--- src/rtl/dsp_pkg.sv ---
`default_nettype none
// ============================================================================
// Module  : dsp_pkg
// Brief   : Shared DSP result-path constants, width helpers and entry type.
// Revision: 1.0 - initial release
// ============================================================================
package dsp_pkg;

  localparam int MAX_DSP_LATENCY = 3;
  localparam int DSP_OUT_W       = 16;

  function automatic int dsp_in_w(input int n, input int m);
    return n + m;
  endfunction

  function automatic int sat_max(input int w);
    return (1 <<< (w - 1)) - 1;
  endfunction

  function automatic int sat_min(input int w);
    return -(1 <<< (w - 1));
  endfunction

  typedef struct packed {
    logic                        sat;
    logic signed [DSP_OUT_W-1:0] data;
  } drain_entry_t;

endpackage
`default_nettype wire

--- src/rtl/dsp_result_drain_if.sv ---
`default_nettype none
// ============================================================================
// Module  : dsp_result_drain_if
// Brief   : DSP result input and valid/ready drain bundle with status flags.
// Revision: 1.0 - initial release
// ============================================================================
interface dsp_result_drain_if
  import dsp_pkg::*;
#(
  parameter int N     = 9,
  parameter int M     = 9,
  parameter int OUT_W = DSP_OUT_W,
  parameter int DEPTH = 8
);
  localparam int IN_W = dsp_in_w(N, M);
  localparam int CW   = $clog2(DEPTH) + 1;

  logic                    in_valid;
  logic signed [IN_W-1:0]  in_data;
  logic [4:0]              in_shift;
  logic                    m_valid;
  logic                    m_ready;
  logic signed [OUT_W-1:0] m_data;
  logic                    m_sat;
  logic [CW-1:0]           count;
  logic                    almost_full;
  logic                    overflow;

  modport master (
    output in_valid, in_data, in_shift, m_ready,
    input  m_valid, m_data, m_sat, count, almost_full, overflow
  );

  modport slave (
    input  in_valid, in_data, in_shift, m_ready,
    output m_valid, m_data, m_sat, count, almost_full, overflow
  );

endinterface
`default_nettype wire

--- src/rtl/drain_fifo.sv ---
`default_nettype none
// ============================================================================
// Module  : drain_fifo
// Brief   : Synchronous FIFO; head output holds the last popped word when empty.
// Revision: 1.0 - initial release
// ============================================================================
module drain_fifo #(
  parameter  int WIDTH = 17,
  parameter  int DEPTH = 8,
  localparam int AW    = $clog2(DEPTH),
  localparam int CW    = AW + 1
) (
  input  wire logic             clk,
  input  wire logic             rst_n,
  input  wire logic             i_wr_en,
  input  wire logic [WIDTH-1:0] i_wr_data,
  input  wire logic             i_rd_en,
  output logic      [WIDTH-1:0] o_rd_data,
  output logic                  o_valid,
  output logic      [CW-1:0]    o_count,
  output logic      [CW-1:0]    o_count_next,
  output logic                  o_drop
);

  localparam logic [CW-1:0] c_FULL = CW'(DEPTH);

  logic [WIDTH-1:0] r_mem [DEPTH];
  logic [AW-1:0]    r_wr_ptr;
  logic [AW-1:0]    r_rd_ptr;
  logic [CW-1:0]    r_count;
  logic [WIDTH-1:0] r_last;
  logic [CW-1:0]    w_count_next;
  logic             w_wr;
  logic             w_rd;

  // A pop frees a slot in the same edge, so a full FIFO still takes a write.
  assign w_rd   = i_rd_en && (r_count != '0);
  assign w_wr   = i_wr_en && ((r_count != c_FULL) || w_rd);
  assign o_drop = i_wr_en && !w_wr;

  always_comb begin
    w_count_next = r_count;
    case ({w_wr, w_rd})
      2'b10:   w_count_next = r_count + CW'(1);
      2'b01:   w_count_next = r_count - CW'(1);
      default: w_count_next = r_count;
    endcase
  end

  always_ff @(posedge clk) begin
    if (w_wr) r_mem[r_wr_ptr] <= i_wr_data;
  end

  always_ff @(posedge clk or negedge rst_n) begin
    if (!rst_n) begin
      r_wr_ptr <= '0;
      r_rd_ptr <= '0;
      r_count  <= '0;
      r_last   <= '0;
    end else begin
      if (w_wr) r_wr_ptr <= r_wr_ptr + AW'(1);
      if (w_rd) begin
        r_rd_ptr <= r_rd_ptr + AW'(1);
        r_last   <= r_mem[r_rd_ptr];
      end
      r_count <= w_count_next;
    end
  end

  assign o_valid      = (r_count != '0);
  assign o_rd_data    = o_valid ? r_mem[r_rd_ptr] : r_last;
  assign o_count      = r_count;
  assign o_count_next = w_count_next;

endmodule
`default_nettype wire

--- src/rtl/dsp_result_drain.sv ---
`default_nettype none
// ============================================================================
// Module  : dsp_result_drain
// Brief   : Captures DSP results, rounds/shifts/saturates them, queues them.
// Revision: 1.0 - initial release
// ============================================================================
module dsp_result_drain
  import dsp_pkg::*;
#(
  parameter int N        = 9,
  parameter int M        = 9,
  parameter int OUT_W    = DSP_OUT_W,
  parameter int DEPTH    = 8,
  parameter int AF_LEVEL = DEPTH - 2
) (
  input wire logic           clk,
  input wire logic           rst_n,
  dsp_result_drain_if.slave  bus
);

  localparam int IN_W       = dsp_in_w(N, M);
  localparam int CW         = $clog2(DEPTH) + 1;
  localparam int c_SH_MAX_I = (IN_W - 1 > 31) ? 31 : IN_W - 1;

  localparam logic [4:0]              c_SH_MAX   = 5'(c_SH_MAX_I);
  localparam logic signed [IN_W:0]    c_ONE      = (IN_W + 1)'(1);
  localparam logic signed [IN_W:0]    c_SAT_MAX  = (IN_W + 1)'(sat_max(OUT_W));
  localparam logic signed [IN_W:0]    c_SAT_MIN  = (IN_W + 1)'(sat_min(OUT_W));
  localparam logic signed [OUT_W-1:0] c_OUT_MAX  = OUT_W'(sat_max(OUT_W));
  localparam logic signed [OUT_W-1:0] c_OUT_MIN  = OUT_W'(sat_min(OUT_W));
  localparam logic [CW-1:0]           c_AF_LEVEL = CW'(AF_LEVEL);

  typedef struct packed {
    logic                    sat;
    logic signed [OUT_W-1:0] data;
  } entry_t;

  logic                   r_s1_v;
  logic signed [IN_W-1:0] r_s1_data;
  logic [4:0]             r_s1_sh;
  logic                   r_af;
  logic                   r_ovf;

  logic [4:0]             w_sh_clamp;
  logic signed [IN_W:0]   w_wide;
  logic signed [IN_W:0]   w_bias;
  logic signed [IN_W:0]   w_sum;
  logic signed [IN_W:0]   w_shifted;
  entry_t                 w_entry;
  entry_t                 w_head;
  logic [CW-1:0]          w_count_next;
  logic                   w_drop;

  assign w_sh_clamp = (bus.in_shift > c_SH_MAX) ? c_SH_MAX : bus.in_shift;

  always_ff @(posedge clk or negedge rst_n) begin
    if (!rst_n) begin
      r_s1_v    <= 1'b0;
      r_s1_data <= '0;
      r_s1_sh   <= '0;
    end else begin
      r_s1_v <= bus.in_valid;
      if (bus.in_valid) begin
        r_s1_data <= bus.in_data;
        r_s1_sh   <= w_sh_clamp;
      end
    end
  end

  // One guard bit keeps value + half-LSB from wrapping at the positive limit.
  always_comb begin
    w_wide = {r_s1_data[IN_W-1], r_s1_data};
    w_bias = '0;
    if (r_s1_sh != 5'd0) w_bias = c_ONE << (r_s1_sh - 5'd1);
    w_sum     = w_wide + w_bias;
    w_shifted = w_sum >>> r_s1_sh;
    w_entry.sat  = 1'b0;
    w_entry.data = w_shifted[OUT_W-1:0];
    if (w_shifted > c_SAT_MAX) begin
      w_entry.sat  = 1'b1;
      w_entry.data = c_OUT_MAX;
    end else if (w_shifted < c_SAT_MIN) begin
      w_entry.sat  = 1'b1;
      w_entry.data = c_OUT_MIN;
    end
  end

  drain_fifo #(
    .WIDTH (OUT_W + 1),
    .DEPTH (DEPTH)
  ) u_fifo (
    .clk          (clk),
    .rst_n        (rst_n),
    .i_wr_en      (r_s1_v),
    .i_wr_data    (w_entry),
    .i_rd_en      (bus.m_ready),
    .o_rd_data    (w_head),
    .o_valid      (bus.m_valid),
    .o_count      (bus.count),
    .o_count_next (w_count_next),
    .o_drop       (w_drop)
  );

  always_ff @(posedge clk or negedge rst_n) begin
    if (!rst_n) begin
      r_af  <= 1'b0;
      r_ovf <= 1'b0;
    end else begin
      r_af  <= (w_count_next >= c_AF_LEVEL);
      r_ovf <= r_ovf | w_drop;
    end
  end

  assign bus.m_data      = w_head.data;
  assign bus.m_sat       = w_head.sat;
  assign bus.almost_full = r_af;
  assign bus.overflow    = r_ovf;

endmodule
`default_nettype wire

--- src/flat_wrapper.sv ---
// flat-port wrapper written by rule: the top's interface ports become plain ports
module dsp_result_drain_flat import dsp_pkg::*;
#(
  parameter int N        = 9,
  parameter int M        = 9,
  parameter int OUT_W    = DSP_OUT_W,
  parameter int DEPTH    = 8,
  parameter int AF_LEVEL = DEPTH - 2
)
  (clk, rst_n, bus_in_valid, bus_in_data, bus_in_shift, bus_m_ready, bus_m_valid, bus_m_data, bus_m_sat, bus_count, bus_almost_full, bus_overflow);
  dsp_result_drain_if #(.N(N), .M(M), .OUT_W(OUT_W), .DEPTH(DEPTH)) bus_i ();
  input wire logic clk;
  input wire logic rst_n;
  input wire logic [$bits(bus_i.in_valid)-1:0] bus_in_valid;
  input wire logic [$bits(bus_i.in_data)-1:0] bus_in_data;
  input wire logic [$bits(bus_i.in_shift)-1:0] bus_in_shift;
  input wire logic [$bits(bus_i.m_ready)-1:0] bus_m_ready;
  output wire logic [$bits(bus_i.m_valid)-1:0] bus_m_valid;
  output wire logic [$bits(bus_i.m_data)-1:0] bus_m_data;
  output wire logic [$bits(bus_i.m_sat)-1:0] bus_m_sat;
  output wire logic [$bits(bus_i.count)-1:0] bus_count;
  output wire logic [$bits(bus_i.almost_full)-1:0] bus_almost_full;
  output wire logic [$bits(bus_i.overflow)-1:0] bus_overflow;
  assign bus_i.in_valid = bus_in_valid;
  assign bus_i.in_data = bus_in_data;
  assign bus_i.in_shift = bus_in_shift;
  assign bus_i.m_ready = bus_m_ready;
  assign bus_m_valid = bus_i.m_valid;
  assign bus_m_data = bus_i.m_data;
  assign bus_m_sat = bus_i.m_sat;
  assign bus_count = bus_i.count;
  assign bus_almost_full = bus_i.almost_full;
  assign bus_overflow = bus_i.overflow;
  dsp_result_drain #(.N(N), .M(M), .OUT_W(OUT_W), .DEPTH(DEPTH), .AF_LEVEL(AF_LEVEL)) u_core (.clk(clk), .rst_n(rst_n), .bus(bus_i));
endmodule
--- config.mk ---
export PLATFORM = sky130hd
export DESIGN_NAME = dsp_result_drain_flat
export DESIGN_NICKNAME = d
export VERILOG_FILES = /design/src/rtl/dsp_pkg.sv /design/src/rtl/dsp_result_drain_if.sv /design/src/rtl/drain_fifo.sv /design/src/rtl/dsp_result_drain.sv /design/src/flat_wrapper.sv
export SDC_FILE = /design/constraint.sdc
export NUM_CORES = 1
export LEC_CHECK = 0
export CAP_MARGIN = 10
export CORE_MARGIN = 1
export CORE_UTILIZATION = 40
export DETAILED_ROUTE_END_ITERATION = 12
export PLACE_DENSITY_LB_ADDON = 0.3
export SLEW_MARGIN = 20
export SYNTH_ARGS = -nofsm -noshare
export SYNTH_HDL_FRONTEND = slang
export SYNTH_SLANG_ARGS = --single-unit
--- constraint.sdc ---
create_clock -name clk -period 8 [get_ports clk]
set_input_delay 2 -clock clk [delete_from_list [all_inputs] [get_ports clk]]
set_output_delay 2 -clock clk [all_outputs]
set_load 0.05 [all_outputs]
==> out/qor.json, run 1 <==
{
  "power.leakage_nw": 4.03,
  "netlist_area_um2": 9440,
  "first_global_vias": 5870,
  "required_ns": 8.04,
  "numClockSinks": 189,
  "grt_antenna_before_repair": 0,
  "drc": 0,
  "met2_wirelength_um": 9460,
  "die_height_um": 156,
  "cts_made_buffers": 17,
  "synthDominantCellAreaShare": 0.433,
  "final_min_period_over_clock_period": 0.710,
  "cts-root-to-sink-buffers": 2,
  "timing.critical_path.to_type": "flop",
  "setup_clock_skew_after_layout_ns": 0.0210,
  "cp_max_fo": 18,
  "place_congestion": 0.969,
  "synthTopCellsByArea": "sky130_fd_sc_hd__edfxtp_1 (43%), sky130_fd_sc_hd__dfrtp_1 (14%), sky130_fd_sc_hd__mux4_2 (9.1%)",
  "timing_max_transition_violations_final": 0,
  "r2r.worst_path.cells": 14,
  "fp.coreArea_um2": 22900,
  "min_to": "u_core.u_fifo.r_last[5]",
  "count_of_vias_placed_by_the_detailed_router": 6033,
  "pwr_density_cell_nw_per_um2": 351,
  "synthTopCellsByCount": "sky130_fd_sc_hd__edfxtp_1 (136), sky130_fd_sc_hd__nor2_1 (82), sky130_fd_sc_hd__nand2_1 (73)",
  "grt_first_pass_wirelength_um": 32400,
  "clk_transition_reported_paths_ns": 0.07,
  "status": "complete, no violations",
  "synth_seq_cells": 189,
  "top_layer_used": "met4",
  "synth_sequential_area_ratio": 0.573,
  "ant_nets": 0,
  "number_of_enable_type_register_cells_in_the_synthesized_netlist": 136,
  "setup-violations-final": 0,
  "worst_endpoint_data_arrival_time_ns": 5.72,
  "path_class": "flop to flop",
  "maxCapViolations": 0,
  "hold_path.startpoint": "u_core.u_fifo.r_last[5]",
  "avgSynthCellArea_um2": 12.8,
  "critical_path.reg2reg.startpoint": "u_core.r_s1_sh[1]",
  "post_cts.repair.setup_buffers": 0,
  "setup.worst_path.start_class": "flop",
  "post-synth-top-count-cell": "sky130_fd_sc_hd__edfxtp_1",
  "dp_worst_setup_slack_ns": 2.35,
  "mappedNetlistNets": 791,
  "area_delta_synth_final_pct": 15.4,
  "dr.pass1.iters": 5,
  "fin_cells": 1111,
  "cts_hold_buffers": 0,
  "cts_tree": "done",
  "grt_start_max_net_pins": 54,
  "placement_rows": 55,
  "worstHoldPathType": "flop to flop",
  "r2r_setup_slk_ns": 2.32,
  "wl_met1_um": 9630,
  "clock_tree.htree_level_count": 4,
  "post_route_cells_drive_above_1_share": 0.158,
  "initial_util": 0.412,
  "final_critical_path_setup_slack_ns": 2.32,
  "most_used_flip_flop_cell_after_synthesis": "sky130_fd_sc_hd__edfxtp_1",
  "slew_at_the_pin_closest_to_its_max_slew_limit_ns": 0.934,
  "total_instance_count_after_detailed_placement": 1079,
  "placement.cell_area_um2": 10300,
  "floorplan_die_area_um2": 24200,
  "rsz0062_at_grt": "false",
  "wire_per_inst_um": 18.2,
  "fin_tns_setup_ns": 0,
  "postSynth.asyncResetShare": 0.280,
  "ys_types": 67,
  "netlist_instances": 740,
  "total_number_of_nets_in_the_final_design": 836,
  "dp.final_hpwl_um": 13300,
  "buffer_ports.inserted": 50,
  "ys_warn_count": 0,
  "grt_use_total": 0.176,
  "drt_first_iter_violations": 519,
  "worst_hold_path.num_cells": 2,
  "critical_path.reg2reg.endpoint": "u_core.u_fifo.r_mem[3][14]",
  "postCtsResizedCells": 0,
  "hold_slack_ns": 0.481,
  "detailroute.wirelength.met3_um": 980,
  "chipWidth_um": 156,
  "via_per_inst": 5.43,
  "max_slew_margin": 0.372,
  "grt_overflow": 0,
  "finalCriticalPeriod_ns": 5.68,
  "final_hold_violation_count": 0,
  "clock_latency_ns": 0.44,
  "clk_root_buffer_cell": "sky130_fd_sc_hd__clkbuf_16",
  "antennaDiodeCount": 0,
  "synth_top_area_cell": "sky130_fd_sc_hd__edfxtp_1",
  "detail_route.wirelength_um": 20200,
  "finish.instance_area_um2": 10900,
  "fillerInstances": 2074,
  "number_of_primary_i_o_pins": 51,
  "achievable_freq_mhz": 176,
  "peakVddDrop_v": 0.000281
}
-- area by class of cell --
class | instances | area [um2] | area share
Clock buffer | 18 | 429 | 0.0394
Clock inverter | 14 | 173 | 0.0159
Inverter | 15 | 56.3 | 0.00517
Multi-Input combinational cell | 499 | 3840 | 0.352
Sequential cell | 189 | 5410 | 0.497
Tap cell | 313 | 392 | 0.0360
Timing Repair Buffer | 63 | 593 | 0.0544
-- worst max-delay path, stage by stage, from the launching register on --
cell                       delay [ns]
sky130_fd_sc_hd__dfrtp_1         0.67
sky130_fd_sc_hd__clkinv_1        0.58
sky130_fd_sc_hd__nor2_1          0.42
sky130_fd_sc_hd__nand2_1         0.18
sky130_fd_sc_hd__fa_1            0.45
sky130_fd_sc_hd__nand2b_1        0.18
sky130_fd_sc_hd__a211oi_2        0.29
sky130_fd_sc_hd__o21ai_0         0.23
sky130_fd_sc_hd__a21boi_0        0.22
sky130_fd_sc_hd__o211a_1         0.43
sky130_fd_sc_hd__inv_2           0.21
sky130_fd_sc_hd__nand2_1         0.15
sky130_fd_sc_hd__a31oi_2         0.11
sky130_fd_sc_hd__o31ai_4         0.66
sky130_fd_sc_hd__o21ai_0         0.51
-- cell families after synthesis --
family          after synthesis  share of synthesized area
mux                          79                      0.137
buf+inv                      52                     0.0225
fa+ha+maj                    24                     0.0334
simple gates                196                     0.0883
compound gates              176                      0.123
flops                       189                      0.573
xor+xnor                     24                     0.0231
-- per-stage QoR --
| stage | total power [mW] | util |
|---|---|---|
| 2_1_floorplan | 2.55 | - |
| 3_5_place_dp | 3.02 | 0.449 |
| 4_1_cts | 3.86 | 0.475 |
| 3_3_place_gp | 3.01 | 0.449 |
| 6_report | 3.83 | 0.475 |
| 5_1_grt | 4.03 | 0.475 |
-- sequential cells by signal, summed over array words and instances (netlist names) --
signal and flops:
u_core.r_s1_v 1, u_core.r_s1_sh 5, u_core.bus.almost_full 1, u_core.u_fifo.r_wr_ptr 3
u_core.u_fifo.r_rd_ptr 3, u_core.u_fifo.r_last 17, u_core.u_fifo.o_count 4, u_core.bus.overflow 1
u_core.u_fifo.r_mem 136, u_core.r_s1_data 18
-- report_power, final --
group	total, mW	switching [mW]	internal (mW)
clock	0.834	0.409	0.424
combinational	1.58	0.987	0.595
sequential	1.41	0.0923	1.32
total	3.83	1.49	2.34
-- worst max path at each step --
stage                              startpoint                          to  slack (ns)  cells past startpoint
floorplan           u_core.u_fifo.r_rd_ptr[0]              bus_m_data[10]        3.54                      5
global placement            u_core.r_s1_sh[1]  u_core.u_fifo.r_mem[5][11]        2.46                     14
detailed placement          u_core.r_s1_sh[1]  u_core.u_fifo.r_mem[0][14]        2.35                     14
CTS                         u_core.r_s1_sh[1]  u_core.u_fifo.r_mem[3][14]        2.32                     14
global route                u_core.r_s1_sh[1]  u_core.u_fifo.r_mem[2][11]        1.80                     14
finish                      u_core.r_s1_sh[1]  u_core.u_fifo.r_mem[3][14]        2.32                     14
-- cell usage in the layout (no fill, tap or decap), drive strengths merged, types with 3 or more instances in the layout --
cell type / netlist / routed
mux2: 19 / 19
a21oi: 53 / 53
nand2b: 8 / 8
a211oi: 12 / 12
a221o: 3 / 3
o21a: 3 / 3
a22oi: 6 / 6
mux4: 38 / 38
o21ai: 49 / 49
dfrtp: 53 / 53
nor2: 83 / 83
nand2: 73 / 73
inv: 14 / 21
and2: 4 / 4
o31ai: 11 / 11
buf: 16 / 14
a21o: 10 / 10
o22ai: 6 / 6
a31oi: 3 / 3
clkinv: 1 / 8
o211a: 3 / 3
nand3: 7 / 7
clkdlybuf4s50: 0 / 49
nand3b: 4 / 4
clkbuf: 21 / 18
xnor2: 14 / 14
edfxtp: 136 / 136
ha: 22 / 22
mux2i: 22 / 22
nor3: 7 / 7
xor2: 10 / 10
-- layer usage --
metal	global-route usage	up-vias
met1	0.250	2939
met4	0.0448	0
met2	0.278	191
met5	0	-
li1	-	2891
met3	0.0311	12
(Power assumes the default switching activity.)
==> run 2, diff against run 1 <==
clock period = 5.65 ns   (was 8 ns; I/O delays follow)
==> out/qor.json, run 2 (synthesis results as in run 1) <==
{
  "critical_path.reg2reg.startpoint": "u_core.r_s1_sh[4]",
  "fp.coreArea_um2": 22900,
  "setup-violations-final": 0,
  "placement_rows": 55,
  "power.leakage_nw": 4.07,
  "final_min_period_over_clock_period": 0.870,
  "dp.final_hpwl_um": 13400,
  "worst_hold_path.num_cells": 2,
  "regArea_um2": 5410,
  "fin_tns_setup_ns": 0,
  "buffer_ports.inserted": 50,
  "clock_latency_ns": 0.44,
  "grt_overflow": 0,
  "initial_util": 0.412,
  "timing_max_transition_violations_final": 0,
  "cp_common_cell": "sky130_fd_sc_hd__nand2_1",
  "pwr_density_cell_nw_per_um2": 497,
  "total_instance_count_after_detailed_placement": 1089,
  "peakVddDrop_v": 0.000383,
  "number_of_primary_i_o_pins": 51,
  "die_height_um": 156,
  "largest_register": "u_core.u_fifo.r_mem",
  "worstHoldPathType": "flop to flop",
  "ant_nets": 0,
  "crit_chain": "inv_1, nand2_1, nor2_1, nand2_1, fa_1, nand2b_1, a211oi_2, o21ai_0, o21ai_1, xnor2_2, o22ai_1, o21ai_2, a21oi_2, o31ai_1",
  "final_common_cell": "sky130_fd_sc_hd__edfxtp_1",
  "crit_path_buf_inv_count": 1,
  "status": "complete, no violations",
  "worst-path-stages": 14,
  "grt_antenna_before_repair": 0,
  "path_delay_family": "compound AO/OA/AOI/OAI gates",
  "cts_hold_buffers": 0,
  "cts-root-to-sink-buffers": 2,
  "fin_cells": 1121,
  "grt_first_pass_wirelength_um": 32900,
  "cp_max_fo": 10,
  "cts_made_buffers": 17,
  "clock_tree.htree_level_count": 4,
  "fillerInstances": 2023,
  "antennaDiodeCount": 0,
  "place_congestion": 0.905,
  "required_ns": 5.73,
  "r2r_setup_slk_ns": 0.74,
  "mostFrequentLayoutCells": "sky130_fd_sc_hd__edfxtp_1 (136), sky130_fd_sc_hd__nor2_1 (82), sky130_fd_sc_hd__nand2_1 (72)",
  "detail_route.wirelength_um": 20300,
  "clk_root_buffer_cell": "sky130_fd_sc_hd__clkbuf_16",
  "floorplan_die_area_um2": 24200,
  "top_regs": "u_core.u_fifo.r_mem x136, u_core.r_s1_data x18, u_core.u_fifo.r_last x17",
  "first_global_vias": 6088,
  "slew_at_the_pin_closest_to_its_max_slew_limit_ns": 1.08,
  "final_hold_violation_count": 0,
  "setup.worst_path.start_class": "flop",
  "grt_use_total": 0.178,
  "r2r.worst_path.cells": 14,
  "grt_start_max_net_pins": 54,
  "cts_tree": "done",
  "multiInputGateArea_um2": 3830,
  "post_cts.repair.setup_buffers": 0,
  "rsz0062_at_grt": "false",
  "clk_transition_reported_paths_ns": 0.07,
  "worst_endpoint_data_arrival_time_ns": 5.00,
  "timing.critical_path.to_type": "flop",
  "hold_path.startpoint": "u_core.u_fifo.r_last[5]",
  "fin_total_pwr_mw": 5.45,
  "finalCriticalPeriod_ns": 4.91,
  "largest_register_ff_count": 136,
  "drc": 0,
  "critical-path-max-stage-delay_ns": 0.93,
  "dr.pass1.iters": 5,
  "min_to": "u_core.u_fifo.r_last[5]",
  "path_class": "flop to flop",
  "count_of_vias_placed_by_the_detailed_router": 6158,
  "post_route_cells_drive_above_1_share": 0.167,
  "postCtsResizedCells": 0,
  "maxCapViolations": 0,
  "max_slew_margin": 0.273,
  "via_per_inst": 5.49,
  "drt_first_iter_violations": 517,
  "area_delta_synth_final_pct": 16.1,
  "chipWidth_um": 156,
  "cp_slowest_cell": "sky130_fd_sc_hd__o31ai_1",
  "wire_per_inst_um": 18.1,
  "critical_path.reg2reg.endpoint": "u_core.u_fifo.r_mem[7][3]",
  "numClockSinks": 189,
  "achievable_freq_mhz": 203,
  "setup_clock_skew_after_layout_ns": 0.0187,
  "total_number_of_nets_in_the_final_design": 846
}
run 2: through the flow:
| step | hold slack [ns] | worst slack [ns] | instance area (um2) | util |
|---|---|---|---|---|
| floorplan | 0.451 | 1.38 | 9440 | - |
| global placement | 0.462 | 0.948 | 10400 | 0.452 |
| detailed placement | 0.471 | 0.843 | 10400 | 0.452 |
| CTS | 0.487 | 0.756 | 11000 | 0.478 |
| global route | 0.504 | 0.312 | 11000 | 0.478 |
| finish | 0.482 | 0.736 | 11000 | 0.478 |
run 2: where the power goes:
part	leakage [nW]	switching, mW	total (mW)	internal, mW
Combinational	1.92	1.40	2.25	0.850
Sequential	1.86	0.123	1.99	1.87
Clock	0.286	0.576	1.21	0.635
Total	4.07	2.10	5.45	3.35
run 2: area by class of cell:
class                   instances  share of cell area
clock inverters                14              0.0154
flip-flops and latches        189               0.494
repair buffers                 73              0.0610
inverters                      15             0.00514
multi-input cells             499               0.350
well taps                     313              0.0357
clock buffers                  18              0.0392
run 2: layer usage:
layer / GRT usage / wire, um / vias to the layer above
li1: - / - / 2912
met1: 0.238 / 9350 / 3062
met2: 0.299 / 9880 / 164
met3: 0.0314 / 848 / 20
met4: 0.0509 / 241 / 0
met5: 0 / 0 / -
run 2: worst max-delay path by stage:
stage	from	endpoint
final	u_core.r_s1_sh[4]	u_core.u_fifo.r_mem[7][3]
after global routing	u_core.r_s1_sh[4]	u_core.u_fifo.r_mem[0][4]
after CTS	u_core.r_s1_sh[4]	u_core.u_fifo.r_mem[7][3]
after detailed placement	u_core.r_s1_sh[4]	u_core.u_fifo.r_mem[0][4]
after global placement	u_core.r_s1_sh[1]	u_core.u_fifo.r_mem[0][4]
after floorplan	u_core.r_s1_sh[1]	u_core.u_fifo.r_mem[0][0]
run 2: worst min-delay path, delay by kind of cell, from the launching register on:
family          cells  cell delay (ns)
simple gates        1             0.04
compound gates      1             0.06
flops               1             0.35
==> run 3, diff against run 2 <==
CTS_CLUSTER_DIAMETER = 60   (was default)
==> results of run 3 <==
The final DEF is identical to that of run 2; final timing and power are the same.
